[config.mk]
export PLATFORM = sky130hd
export DESIGN_NAME = bcd_display_scanner_flat
export DESIGN_NICKNAME = d
export VERILOG_FILES = /design/src/rtl/bcd_display_scanner_pkg.sv /design/src/rtl/bcd_display_scanner_if.sv /design/src/rtl/bcd_display_scanner_bcd_to_seg7.sv /design/src/rtl/bcd_display_scanner.sv /design/src/flat_wrapper.sv
export SDC_FILE = /design/constraint.sdc
export NUM_CORES = 1
export LEC_CHECK = 0
export CORE_MARGIN = 1
export CORE_UTILIZATION = 58
export CTS_BUF_LIST = sky130_fd_sc_hd__clkbuf_8
export DETAILED_ROUTE_END_ITERATION = 10
export HOLD_SLACK_MARGIN = 0.02
export PLACE_DENSITY = 0.88
export SLEW_MARGIN = 20
export SYNTH_ARGS = -nofsm -noshare
export SYNTH_HDL_FRONTEND = slang
export SYNTH_SLANG_ARGS = --single-unit
[constraint.sdc]
create_clock -name clk -period 3.8 [get_ports clk]
set_clock_uncertainty 0.15 [all_clocks]
set_input_delay 0.76 -clock clk [delete_from_list [all_inputs] [get_ports clk]]
set_output_delay 0.76 -clock clk [all_outputs]
set_load 0.01 [all_outputs]
[src/rtl/bcd_display_scanner_pkg.sv]
`default_nettype none
// ============================================================================
// Module   : seg7_pkg
// Purpose  : Seven-segment patterns and BCD nibble decoder shared by the scanner.
// Revision : 1.0
// ============================================================================
package seg7_pkg;

    localparam int DIGIT_W = 4;

    // Active-high patterns, bit order {g,f,e,d,c,b,a}
    localparam logic [6:0] SEG_0    = 7'h3F;
    localparam logic [6:0] SEG_1    = 7'h06;
    localparam logic [6:0] SEG_2    = 7'h5B;
    localparam logic [6:0] SEG_3    = 7'h4F;
    localparam logic [6:0] SEG_4    = 7'h66;
    localparam logic [6:0] SEG_5    = 7'h6D;
    localparam logic [6:0] SEG_6    = 7'h7D;
    localparam logic [6:0] SEG_7    = 7'h07;
    localparam logic [6:0] SEG_8    = 7'h7F;
    localparam logic [6:0] SEG_9    = 7'h6F;
    localparam logic [6:0] SEG_DASH = 7'h40;
    localparam logic [6:0] SEG_OFF  = 7'h00;

    // Non-decimal codes show a dash so a corrupt upstream value is visible
    function automatic logic [6:0] bcd_to_seg(input logic [DIGIT_W-1:0] nib);
        case (nib)
            4'd0:    return SEG_0;
            4'd1:    return SEG_1;
            4'd2:    return SEG_2;
            4'd3:    return SEG_3;
            4'd4:    return SEG_4;
            4'd5:    return SEG_5;
            4'd6:    return SEG_6;
            4'd7:    return SEG_7;
            4'd8:    return SEG_8;
            4'd9:    return SEG_9;
            default: return SEG_DASH;
        endcase
    endfunction

endpackage
`default_nettype wire

[src/rtl/bcd_display_scanner_if.sv]
`default_nettype none
// ============================================================================
// Module   : bcd_display_scanner_if
// Purpose  : Value capture inputs and multiplexed display outputs of the scanner.
// Revision : 1.0
// ============================================================================
interface bcd_display_scanner_if
    import seg7_pkg::*;
#(
    parameter int NUM_DIGITS = 4
);
    logic [DIGIT_W*NUM_DIGITS-1:0] bcd_in;
    logic                          bcd_valid;
    logic [NUM_DIGITS-1:0]         dp_in;
    logic [6:0]                    seg;
    logic                          dp;
    logic [NUM_DIGITS-1:0]         an;
    logic                          frame_start;
    logic                          pending;

    modport master (
        output bcd_in, bcd_valid, dp_in,
        input  seg, dp, an, frame_start, pending
    );

    modport slave (
        input  bcd_in, bcd_valid, dp_in,
        output seg, dp, an, frame_start, pending
    );
endinterface
`default_nettype wire

[src/rtl/bcd_display_scanner_bcd_to_seg7.sv]
`default_nettype none
// ============================================================================
// Module   : bcd_to_seg7
// Purpose  : Combinational BCD nibble to active-high seven-segment decoder.
// Revision : 1.0
// ============================================================================
module bcd_to_seg7
    import seg7_pkg::*;
(
    input  wire logic [DIGIT_W-1:0] i_bcd,
    output      logic [6:0]         o_seg
);
    assign o_seg = bcd_to_seg(i_bcd);
endmodule
`default_nettype wire

[src/rtl/bcd_display_scanner.sv]
`default_nettype none
// ============================================================================
// Module   : bcd_display_scanner
// Purpose  : Double-buffered, time-multiplexed 7-segment scanner with blanking.
// Revision : 1.0
// ============================================================================
module bcd_display_scanner
    import seg7_pkg::*;
#(
    parameter int NUM_DIGITS     = 4,
    parameter int DWELL_CYCLES   = 50000,
    parameter int BLANK_CYCLES   = 2,
    parameter bit BLANK_LEADING  = 1'b1,
    parameter bit SEG_ACTIVE_LOW = 1'b1,
    parameter bit AN_ACTIVE_LOW  = 1'b1
)(
    input wire logic             clk,
    input wire logic             rst,
    bcd_display_scanner_if.slave bus
);
    localparam int CNT_W = (DWELL_CYCLES > 1) ? $clog2(DWELL_CYCLES) : 1;
    localparam int IDX_W = (NUM_DIGITS > 1) ? $clog2(NUM_DIGITS) : 1;
    localparam int BUS_W = DIGIT_W * NUM_DIGITS;

    localparam logic [CNT_W-1:0]      c_cnt_max   = CNT_W'(DWELL_CYCLES - 1);
    localparam logic [CNT_W-1:0]      c_blank_cnt = CNT_W'(BLANK_CYCLES);
    localparam logic [IDX_W-1:0]      c_idx_max   = IDX_W'(NUM_DIGITS - 1);
    localparam logic [6:0]            c_seg_inv   = {7{SEG_ACTIVE_LOW}};
    localparam logic                  c_dp_inv    = SEG_ACTIVE_LOW;
    localparam logic [NUM_DIGITS-1:0] c_an_inv    = {NUM_DIGITS{AN_ACTIVE_LOW}};

    generate
        if (DWELL_CYCLES < BLANK_CYCLES + 1) begin : g_bad_timing
            $error("DWELL_CYCLES must be at least BLANK_CYCLES+1");
        end
    endgenerate

    logic [CNT_W-1:0]      r_cnt;
    logic [IDX_W-1:0]      r_idx;
    logic [BUS_W-1:0]      r_stage;
    logic [NUM_DIGITS-1:0] r_stage_dp;
    logic [BUS_W-1:0]      r_disp;
    logic [NUM_DIGITS-1:0] r_disp_dp;
    logic                  r_pending;
    logic                  r_frame_start;
    logic [6:0]            r_seg;
    logic                  r_dp;
    logic [NUM_DIGITS-1:0] r_an;

    logic                  w_tick;
    logic                  w_wrap;
    logic [DIGIT_W-1:0]    w_digit;
    logic                  w_dp_sel;
    logic                  w_blank;
    logic                  w_zero_above;
    logic                  w_lit;
    logic [NUM_DIGITS-1:0] w_an_hot;
    logic [6:0]            w_seg_raw;

    assign w_tick = (r_cnt == c_cnt_max);
    assign w_wrap = w_tick && (r_idx == c_idx_max);

    // Walk from the most significant digit so w_zero_above covers digit i and everything above it
    always_comb begin
        w_digit      = '0;
        w_dp_sel     = 1'b0;
        w_blank      = 1'b0;
        w_zero_above = 1'b1;
        for (int i = NUM_DIGITS - 1; i >= 0; i--) begin
            w_zero_above = w_zero_above && (r_disp[i*DIGIT_W +: DIGIT_W] == '0);
            if (r_idx == IDX_W'(i)) begin
                w_digit  = r_disp[i*DIGIT_W +: DIGIT_W];
                w_dp_sel = r_disp_dp[i];
                w_blank  = BLANK_LEADING && (i != 0) && w_zero_above;
            end
        end
    end

    always_comb begin
        w_lit    = (r_cnt >= c_blank_cnt) && !w_blank;
        w_an_hot = '0;
        if (w_lit) begin
            w_an_hot[r_idx] = 1'b1;
        end
    end

    bcd_to_seg7 u_dec (
        .i_bcd (w_digit),
        .o_seg (w_seg_raw)
    );

    always_ff @(posedge clk) begin
        if (rst) begin
            r_cnt         <= '0;
            r_idx         <= '0;
            r_stage       <= '0;
            r_stage_dp    <= '0;
            r_disp        <= '0;
            r_disp_dp     <= '0;
            r_pending     <= 1'b0;
            r_frame_start <= 1'b0;
            r_an          <= c_an_inv;
            r_seg         <= c_seg_inv;
            r_dp          <= c_dp_inv;
        end else begin
            r_frame_start <= w_wrap;
            if (w_tick) begin
                r_cnt <= '0;
                r_idx <= (r_idx == c_idx_max) ? '0 : r_idx + 1'b1;
            end else begin
                r_cnt <= r_cnt + 1'b1;
            end

            if (bus.bcd_valid) begin
                r_stage    <= bus.bcd_in;
                r_stage_dp <= bus.dp_in;
                r_pending  <= 1'b1;
            end

            // A valid coinciding with the wrap bypasses staging so it is not lost for a frame
            if (w_wrap) begin
                if (bus.bcd_valid) begin
                    r_disp    <= bus.bcd_in;
                    r_disp_dp <= bus.dp_in;
                    r_pending <= 1'b0;
                end else if (r_pending) begin
                    r_disp    <= r_stage;
                    r_disp_dp <= r_stage_dp;
                    r_pending <= 1'b0;
                end
            end

            r_an  <= w_an_hot ^ c_an_inv;
            r_seg <= (w_lit ? w_seg_raw : SEG_OFF) ^ c_seg_inv;
            r_dp  <= (w_lit && w_dp_sel) ^ c_dp_inv;
        end
    end

    assign bus.seg         = r_seg;
    assign bus.dp          = r_dp;
    assign bus.an          = r_an;
    assign bus.frame_start = r_frame_start;
    assign bus.pending     = r_pending;

endmodule
`default_nettype wire

[src/flat_wrapper.sv]
// flat-port wrapper written by rule: the top's interface ports become plain ports
module bcd_display_scanner_flat import seg7_pkg::*;
#(
    parameter int NUM_DIGITS     = 4,
    parameter int DWELL_CYCLES   = 50000,
    parameter int BLANK_CYCLES   = 2,
    parameter bit BLANK_LEADING  = 1'b1,
    parameter bit SEG_ACTIVE_LOW = 1'b1,
    parameter bit AN_ACTIVE_LOW  = 1'b1
)
  (clk, rst, bus_bcd_in, bus_bcd_valid, bus_dp_in, bus_seg, bus_dp, bus_an, bus_frame_start, bus_pending);
  bcd_display_scanner_if #(.NUM_DIGITS(NUM_DIGITS)) bus_i ();
  input wire logic clk;
  input wire logic rst;
  input wire logic [$bits(bus_i.bcd_in)-1:0] bus_bcd_in;
  input wire logic [$bits(bus_i.bcd_valid)-1:0] bus_bcd_valid;
  input wire logic [$bits(bus_i.dp_in)-1:0] bus_dp_in;
  output wire logic [$bits(bus_i.seg)-1:0] bus_seg;
  output wire logic [$bits(bus_i.dp)-1:0] bus_dp;
  output wire logic [$bits(bus_i.an)-1:0] bus_an;
  output wire logic [$bits(bus_i.frame_start)-1:0] bus_frame_start;
  output wire logic [$bits(bus_i.pending)-1:0] bus_pending;
  assign bus_i.bcd_in = bus_bcd_in;
  assign bus_i.bcd_valid = bus_bcd_valid;
  assign bus_i.dp_in = bus_dp_in;
  assign bus_seg = bus_i.seg;
  assign bus_dp = bus_i.dp;
  assign bus_an = bus_i.an;
  assign bus_frame_start = bus_i.frame_start;
  assign bus_pending = bus_i.pending;
  bcd_display_scanner #(.NUM_DIGITS(NUM_DIGITS), .DWELL_CYCLES(DWELL_CYCLES), .BLANK_CYCLES(BLANK_CYCLES), .BLANK_LEADING(BLANK_LEADING), .SEG_ACTIVE_LOW(SEG_ACTIVE_LOW), .AN_ACTIVE_LOW(AN_ACTIVE_LOW)) u_core (.clk(clk), .rst(rst), .bus(bus_i));
endmodule
==> reports/results.txt <==
Kind of start point of the critical path: a register. In the synthesized netlist the dominant register cell turns out to be dfxtp_1. Dividing total power by cell area gives a power density of 395 mW/mm^2. The CTS sink count was 72; the later-pin clock latency in the skew report was 0.36 ns. The clock-pin slew on the worst setup and hold paths was 0.07 ns; the via count of the first global-routing pass was 2261. The run gives 0 as the yosys synthesis warning count. Dividing the synthesized area by the synthesized cell count gives 9.99 um^2. The number of nets in the synthesized netlist is 360. With fillers left out, the area of the finished cells amounts to 0.00385 mm^2. For the cell area reported after detailed placement, the log shows 0.00365 mm^2.

Across the VDD grid, the largest voltage drop is 0.295 mV. In the routed design, unresolved DRC markers number 0. The worst setup path is captured at a register. For the worst setup path, the data required time is 3.86 ns. For the total grt overflow, the log shows 0. The combinational group share of total power is 0.073, and the ratio of routed vias to standard cells is 5.60. The fraction of the mapped netlist area in simple logic gates is 0.214, and the fraction of synthesized area in multiplexers is 0.157. The worst slew slack as a fraction of its limit is 0.371.

The number of antenna violations at the first check in global routing was 0. For the CTS buffer count, the log shows 9. Post-CTS timing repair inserted 0 buffers for setup. Setup slack closes at 0.806 ns. The fraction of final layout cells sized beyond drive strength 1 is 0.122. In the final routed layout, each cell accounts on average for 14.3 um. The synthesized design contains 0 enable-type register cells. For the number of buffers inserted for hold repair after clock tree synthesis, the log shows 0. In the post-synthesis netlist, the cell with the most instances is dfxtp_1.

Switching power: 348 uW. Part of the cycle the worst path needs: 0.788. On the worst path, the slowest cell contributes a delay of 0.69 ns. For the final hold violation count, the log shows 0. The number of pins with negative max-slew slack in the final report is 0, and the post-placement setup slack is 0.876 ns.

The die covers 0.00592 mm^2. The logs give 0.409 for the power share of the clock group and 4270 um for the placed wire-length estimate after detailed placement. In this run the remaining antenna-violating nets after routing total 0. The count of inserted antenna diode cells came out at 0. The tools report the floorplan core area as 0.00527 mm^2. Setup repair after global routing left no endpoint under its margin. The final standard cell utilization of the core is 0.731, and the first-pass detailed-route iteration total is 5. For the signal arrival time at the worst endpoint, the log shows 3.06 ns.

Pin count of the biggest net entering global routing: 22. The deepest clock path buffer count came out at 2. After layout, the design draws a total of 1.52 mW.

The flow ran to the end, and the final reports show no timing, DRC or antenna violations. The static power due to leakage was 1.57 nW; the placer's final routability congestion estimate was 0.854. Async set-or-reset flop fraction in the synthesized netlist: 0.

The adder-cell share of the synthesized area is 0.0423. The tools report the cell-internal power as 1.17 mW. The post-synthesis register bit count was 72; the fraction of post-synthesis cell area in the top cell type by area was 0.443.

The wire length reported by the detailed router is 6170 um. The min-delay analysis places its worst path in the category register to register. The final setup violation count is 0, and the total buffers and inverters traversed by the critical path is 2. The slowest stage of the critical path is the a221oi_1 cell. The setup TNS is 0 ns.

The width of the die works out to 76.9 um. The dominant combinational cell family by area after synthesis is simple AND/OR/NAND/NOR gates. The netlist area before placement was 0.00326 mm^2. The commonest cells after synthesis are 72 x dfxtp_1, 46 x nor2_1, 21 x nor2b_1. In the post-synthesis netlist, the biggest area contributors are dfxtp_1 44%, mux2_4 9.2%, mux2i_1 6.1%, nor2_1 5.3%, ha_1 4.2%.

The minimum clock period came out at 2.99 ns. Of all cell types, the one taking the most synthesized area is dfxtp_1. The starting density of the core was 0.618. After the last flow step, the layout net total stands at 392.

TritonCTS built the clock tree. The run gives 39 as the number of library cell types mapped by synthesis. The critical path class is register to register. Largest fanout on the critical path: 19. The synthesized instance count is 326, and the peak clock frequency supported by timing is 334 MHz. The count of buffers added on input and output ports is 36.

Compared with the post-synthesis result, the final layout area differs by 18.3%. The wire length of the first global-routing pass came out at 10300 um. After clock tree synthesis, the repair step resized 0 gates. The tools report the fraction of power consumed by sequential logic as 0.517.

37 I/O pins were placed. Max-cap violations in this run came to 0. Fraction of the mapped netlist area in compound gates: 0.0738.

At the pin with the least slew margin, the transition time is 0.943 ns. The y dimension of the die is 76.9 um, and the deepest level of the CTS H-tree is 3. The tree is rooted in a clkbuf_8. The run gives 26 as the number of cell rows. The cell family contributing the most delay on the critical path is compound AO/OA/AOI/OAI gates. The parity-gate share of the synthesized area counting xor and xnor cells is 0.0350. For this block, the initial DRC count from the detailed router was 147. The sequential element share of the synthesized area was 0.443; the fraction of power spent switching nets was 0.229. Detailed routing inserted a total of 2420 vias.

Walking the worst path, the cells encountered are inv_1 > ha_1 > a211oi_1 > a221oi_1 > inv_1 > ha_1 > and3_1 > a221oi_1 > o211ai_1. The tools report the aggregate global-route resource usage as 0.224.
==> through the flow <==
step                hold slack [ns]  cells
finish                        0.332    432
global route                  0.365    432
CTS                           0.342    432
detailed placement            0.327    417
global placement              0.304    417
floorplan                     0.287    326
==> worst register-to-register path, delay by kind of cell, from the launching register on <==
family,cells,cell delay (ns)
AND/OR/NAND/NOR,1,0.14
adder cells (fa/ha/maj),2,0.77
buffers and inverters,2,0.30
AO/OA/AOI/OAI,4,1.15
flip-flops,1,0.36
==> final timing paths <==
kind / start / cells after the start / slack, ns / endpoint
worst max-delay path: u_core.r_idx[0] / 9 / 0.81 / u_core.bus.seg[0]
worst max register to register: u_core.r_idx[0] / 9 / 0.81 / u_core.bus.seg[0]
worst min register to register: u_core.r_cnt[0] / 1 / 0.33 / u_core.r_cnt[0]
worst min-delay path: u_core.r_cnt[0] / 1 / 0.33 / u_core.r_cnt[0]
==> power by group through the flow <==
stage | combinational [mW] | sequential, mW | clock (mW)
final | 0.111 | 0.788 | 0.623
after global routing | 0.123 | 0.790 | 0.661
after detailed placement | 0.112 | 0.806 | 0
after floorplan | 0.0528 | 0.809 | 0
after CTS | 0.112 | 0.788 | 0.629
after global placement | 0.109 | 0.805 | 0
==> area by class of cell <==
type | count | area (um^2)
multi-input combinational | 227 | 1700
timing repair buffer | 40 | 390
clock buffer | 11 | 151
tap | 70 | 87.6
sequential | 72 | 1440
inverter | 8 | 30.0
clock inverter | 4 | 53.8
fill | 406 | 1420
==> flip-flops by register name, indices dropped and copies added, names as in the netlist <==
| name | cells |
|---|---|
| u_core.r_idx | 2 |
| u_core.r_cnt | 16 |
| u_core.bus.frame_start | 1 |
| u_core.bus.seg | 7 |
| u_core.bus.pending | 1 |
| u_core.r_disp_dp | 4 |
| u_core.r_stage_dp | 4 |
| u_core.r_stage | 16 |
| u_core.bus.dp | 1 |
| u_core.bus.an | 4 |
| u_core.r_disp | 16 |
==> cells in the final DEF (no fill, tap or decap), types with 7 or more instances in the layout <==
master / count
mux2_4: 20
xor2_1: 10
nor2_1: 46
ha_1: 11
clkbuf_8: 11
a221oi_1: 7
mux2i_1: 20
nand2_1: 8
dfxtp_1: 72
inv_1: 8
clkdlybuf4s50_1: 36
nand4_1: 9
nor2b_1: 21
nand3_1: 11
==> kinds of logic after synthesis <==
family	after synthesis
simple gates	130
flops	72
mux	41
compound gates	32
buf+inv	27
xor+xnor	13
fa+ha+maj	11
==> layer usage <==
layer,track usage,up-vias,part of all wire
met5,0,-,0
met4,0.137,0,0.025
met3,0.0429,14,0.045
met2,0.354,72,0.46
met1,0.283,1121,0.47
li1,-,1213,-
(Power assumes the default switching activity.)
==> RTL change 1 (same settings) <==
`BLANK_LEADING` is set to 1'b1 in 2 places; all go to 1'b0.
--- a/src/rtl/bcd_display_scanner.sv
+++ b/src/rtl/bcd_display_scanner.sv
@@ -12,3 +12,3 @@
     parameter int BLANK_CYCLES   = 2,
-    parameter bit BLANK_LEADING  = 1'b1,
+    parameter bit BLANK_LEADING  = 1'b0,
     parameter bit SEG_ACTIVE_LOW = 1'b1,
--- a/src/flat_wrapper.sv
+++ b/src/flat_wrapper.sv
@@ -6,3 +6,3 @@
     parameter int BLANK_CYCLES   = 2,
-    parameter bit BLANK_LEADING  = 1'b1,
+    parameter bit BLANK_LEADING  = 1'b0,
     parameter bit SEG_ACTIVE_LOW = 1'b1,
Check against the original RTL: no difference found for any inputs over 10 cycles, from zero or initial values and one cycle with rst high; that may be too few to reach the edited logic, so the function may still have changed.
==> RTL change 1 against the unedited design <==
Final area shrank 4.2%; synthesized area shrank 3.9%; critical endpoint is now u_core.bus.seg[1]; total power shrank 7.4%; cell count shrank 2.8%; global-route usage shrank 0.38 points; largest power group unchanged; critical path depth shrank 1; setup slack gained 350 ps; wire length shrank 7.7%; highest routed layer unchanged; maximum frequency grew 13%; sequential cell count is the same.
==> RTL change 1: results <==
set metrics [dict create \
    status "completed" \
    clk_pin_slew_ps 70 \
    grt_pass1_wl_um 9121 \
    grt_max_degree 47 \
    clockRootBuffer "clkbuf_8" \
    critPathMaxFanout 10 \
    tightest_slew_ps 764.8 \
    num_vias 2205 \
    min_path_cells 1 \
    dpl_cell_area_um2 3527 \
    port_buffers 36 \
    synth_flop_cell "dfxtp_1" \
    drt_iter0_drc 172 \
    dr.pass1.iters 4 \
    ys_types 38 \
    synth_commonest_cells "dfxtp_1 (72), nor2_1 (45), mux2i_1 (22), nor2b_1 (22), mux2_4 (20)" \
    wl_per_cell_um 13.56 \
    hold_class "flop to flop" \
    syn-num-nets 345 \
    largestRegisters "u_core.r_cnt x16, u_core.r_disp x16, u_core.r_stage x16" \
    first_global_vias 1933 \
    gp_congestion 0.8030 \
    place_hpwl_um 3883 \
    p_leak_nw 1.588 \
    clk_latency_ps 340 \
    yosysSeqAreaShare_pct 46.04 \
    synthTopCellsByArea "dfxtp_1 (46%), mux2_4 (9.6%), mux2i_1 (7.0%), nor2_1 (5.4%), ha_1 (4.4%)" \
    post_cts_buffers 0 \
    ir_drop_v 0.0002429 \
    track_usage_pct 22.05 \
    reg2regPathDepth 8 \
    layout-drive-gt1-share_pct 10.86 \
    swShare_pct 22.13 \
    fin_nets 380 \
    h-tree-depth 3 \
]
RTL change 1: cell types whose count changed after synthesis, sizes merged, moves of 4 or more:
cell and delta:
a221oi -7, xnor2 +4, nand2 +11, nand4 -7
RTL change 1: cell families after synthesis:
| logic type | Yosys count | synth area share (%) |
|---|---|---|
| buf+inv | 22 | 3.198 |
| fa+ha+maj | 11 | 4.396 |
| flops | 72 | 46.04 |
| compound gates | 27 | 6.035 |
| mux | 42 | 16.63 |
| simple gates | 123 | 19.78 |
| xor+xnor | 14 | 3.917 |
RTL change 1: layer usage:
layer | global-route usage, % | part of all wire (%) | vias up
met4 | 9.259 | 1.9 | 0
met2 | 34.33 | 46 | 48
met3 | 6.349 | 4.2 | 9
met1 | 28.80 | 48 | 1025
met5 | 0 | 0 | -
li1 | - | - | 1123
RTL change 1: worst paths after layout:
check | to | startpoint | slack (ps)
max | u_core.bus.seg[1] | u_core.r_idx[0] | 1150
min | u_core.r_cnt[0] | u_core.r_cnt[0] | 320
max reg2reg | u_core.bus.seg[1] | u_core.r_idx[0] | 1150
min reg2reg | u_core.r_cnt[0] | u_core.r_cnt[0] | 320
RTL change 1: stage by stage:
stage               setup slack [ps]  hold WS, ps  cells  util, %
CTS                             1200        320.6    420    71.86
finish                          1153        317.9    420    71.86
global placement                1212        291.6    405    68.62
floorplan                       1506        279.7    311        -
global route                   983.5        332.1    420    71.86
detailed placement              1156        302.2    405    68.62
RTL change 1: area by class of cell:
type / instances / area (µm²)
inverter: 7 / 26.28
timing repair buffer: 39 / 382.9
clock inverter: 4 / 15.01
multi-input combinational: 217 / 1589
tap: 70 / 87.58
clock buffer: 11 / 151.4
fill: 406 / 1446
sequential: 72 / 1441
RTL change 1: power by group through the flow:
| stage | logic [mW] | clock network (mW) | registers (mW) |
|---|---|---|---|
| after floorplan | 0.0510 | 0 | 0.809 |
| after global placement | 0.105 | 0 | 0.804 |
| after detailed placement | 0.107 | 0 | 0.805 |
| after CTS | 0.108 | 0.526 | 0.788 |
| after global routing | 0.117 | 0.557 | 0.790 |
| final | 0.107 | 0.516 | 0.788 |
RTL change 1: critical path, cell delays in order (launching register included):
cell and delay, ps:
dfxtp_1 420, inv_1 90, ha_1 310, nand2b_1 230
o221ai_1 540, inv_1 150, ha_1 350, nand2_1 70
a21bo_2 230
==> RTL change 2 (same flow settings) <==
Without the edit above. Reset style: asynchronous (`rst`), changed in one clocked block.
--- a/src/rtl/bcd_display_scanner.sv
+++ b/src/rtl/bcd_display_scanner.sv
@@ -91,3 +91,3 @@
 
-    always_ff @(posedge clk) begin
+    always_ff @(posedge clk or posedge rst) begin
         if (rst) begin
Formal check against the unedited RTL: differs if rst is asserted again (counterexample within 4 cycles, from zero or initial values and one cycle with rst high); with rst held inactive, the same outputs for 10 cycles.
==> RTL change 2 against the unedited design <==
Critical path type unchanged; setup slack improved by 400 ps; final area rose by 1.9%; synthesized area rose by 0.61%; total power fell by 1.3%; wire length fell by 13%; first-iteration DRC count fell by 20%; combinational power fell by 32%; critical endpoint is now u_core.r_disp[0]; count of clock-buffer cells in the layout fell by 1; cell count fell by 12%; the flow now finishes with violations (DRC); global-route usage fell by 1.3 points; sequential cell count did not move.
==> RTL change 2: results <==
set metrics [dict create \
    yosysSeqAreaShare_pct 55.44 \
    p_leak_nw 1.768 \
    start_kind "flop" \
    vias_per_cell 5.396 \
    layout-drive-gt1-share_pct 22.48 \
    swShare_pct 19.48 \
    first_global_vias 2029 \
    synth_commonest_cells "dfrtp_1 (60), mux2_2 (20), nand2_1 (20), nor2_1 (19), mux2_4 (18)" \
    dpl_cell_area_um2 3712 \
    clk_latency_ps 340 \
    syn-num-nets 295 \
    ys_types 43 \
    num_vias 2045 \
    nFillCells 380 \
    cts_buffers 9 \
    status "finished, violations left" \
    max_stage_delay_ps 480 \
    port_buffers 36 \
    hold_class "flop to flop" \
    largestRegisters "u_core.r_cnt x16, u_core.r_disp x16, u_core.r_stage x16" \
    r2r-start "u_core.r_cnt[11]" \
    drt_iter0_drc 117 \
    dr.pass1.iters 7 \
    track_usage_pct 21.15 \
    grt_max_degree 73 \
    fin_nets 336 \
    gp_congestion 0.7969 \
    ir_drop_v 0.0003367 \
    worstPathArrival_ps 2670 \
    place_hpwl_um 3699 \
    synth_area_per_cell_um2 12.56 \
    crit_slowest_cell "nor3_4" \
    postCtsResizedCells 0 \
    dp.cells 363 \
    synthTopCellsByArea "dfrtp_1 (46%), dfstp_2 (9.6%), mux2_4 (8.2%), mux2_2 (6.9%), ha_1 (4.2%)" \
    clockRootBuffer "clkbuf_8" \
    async_reset_ff_share_pct 100.0 \
    min-delay-start "u_core.r_stage[4]" \
    critPathMaxFanout 20 \
    worst_slew_margin_rel_pct 58.07 \
    grt_pass1_wl_um 9639 \
    synth_warnings 0 \
    wl_per_cell_um 14.20 \
    drc 2 \
    violations "DRC" \
    clk_path_buf_depth 2 \
    h-tree-depth 3 \
    n_antenna_cell 0 \
    pre_cts_slack_ps 976.1 \
]
RTL change 2: cell types whose count changed in the layout (fill, tap and decap cells not counted), sizes merged, moves of 17 or more:
cell   change
mux2i     -19
nor2b     -17
nor2      -27
dfxtp     -72
mux2      +19
dfrtp     +60
RTL change 2: path summary, 6_finish.rpt:
kind,cells after the start,to,slack (ps)
min reg2reg,1,u_core.r_stage[4],350
min in group asynchronous,3,u_core.r_cnt[8],670
max in group asynchronous,3,u_core.bus.an[0],2500
min,1,u_core.r_stage[4],350
max reg2reg,6,u_core.r_disp[0],1200
max,6,u_core.r_disp[0],1200
RTL change 2: area by class of cell:
| cell class | instances | area, µm² | area share, % |
|---|---|---|---|
| multi-input combinational | 171 | 1376 | 35.05 |
| clock inverter | 6 | 76.32 | 1.944 |
| inverter | 9 | 33.78 | 0.8604 |
| clock buffer | 10 | 137.6 | 3.505 |
| tap | 72 | 90.09 | 2.294 |
| timing repair buffer | 39 | 395.4 | 10.07 |
| sequential | 72 | 1817 | 46.27 |
RTL change 2: kinds of logic after synthesis:
kind of cell / after synthesis / synth area share, %
flip-flops: 72 / 55.44
multiplexers: 41 / 16.11
AO/OA/AOI/OAI: 26 / 5.193
AND/OR/NAND/NOR: 79 / 12.75
buffers and inverters: 18 / 2.558
XOR/XNOR: 14 / 3.742
adder cells (fa/ha/maj): 11 / 4.200
RTL change 2: worst max-delay path: cells and delay by family (launching register included):
family / cells / cell delay (ps)
DFF: 1 / 420
buffers and inverters: 1 / 360
and+or+nand+nor: 4 / 1190
muxes: 1 / 360
RTL change 2: power by group through the flow:
stage,Combinational [mW],Clock (mW),Sequential [mW]
finish,0.0751,0.635,0.793
global route,0.0840,0.682,0.794
CTS,0.0771,0.650,0.793
detailed placement,0.0764,0,0.807
global placement,0.0754,0,0.806
floorplan,0.0416,0,0.805
RTL change 2: layer usage:
layer  vias up  track usage [%]  share of wire [%]
met1       994            29.06                 47
met2        50            30.80                 46
li1        989                -                  -
met5         -                0                  0
met3        12            6.548                4.8
met4         0            9.623                1.9
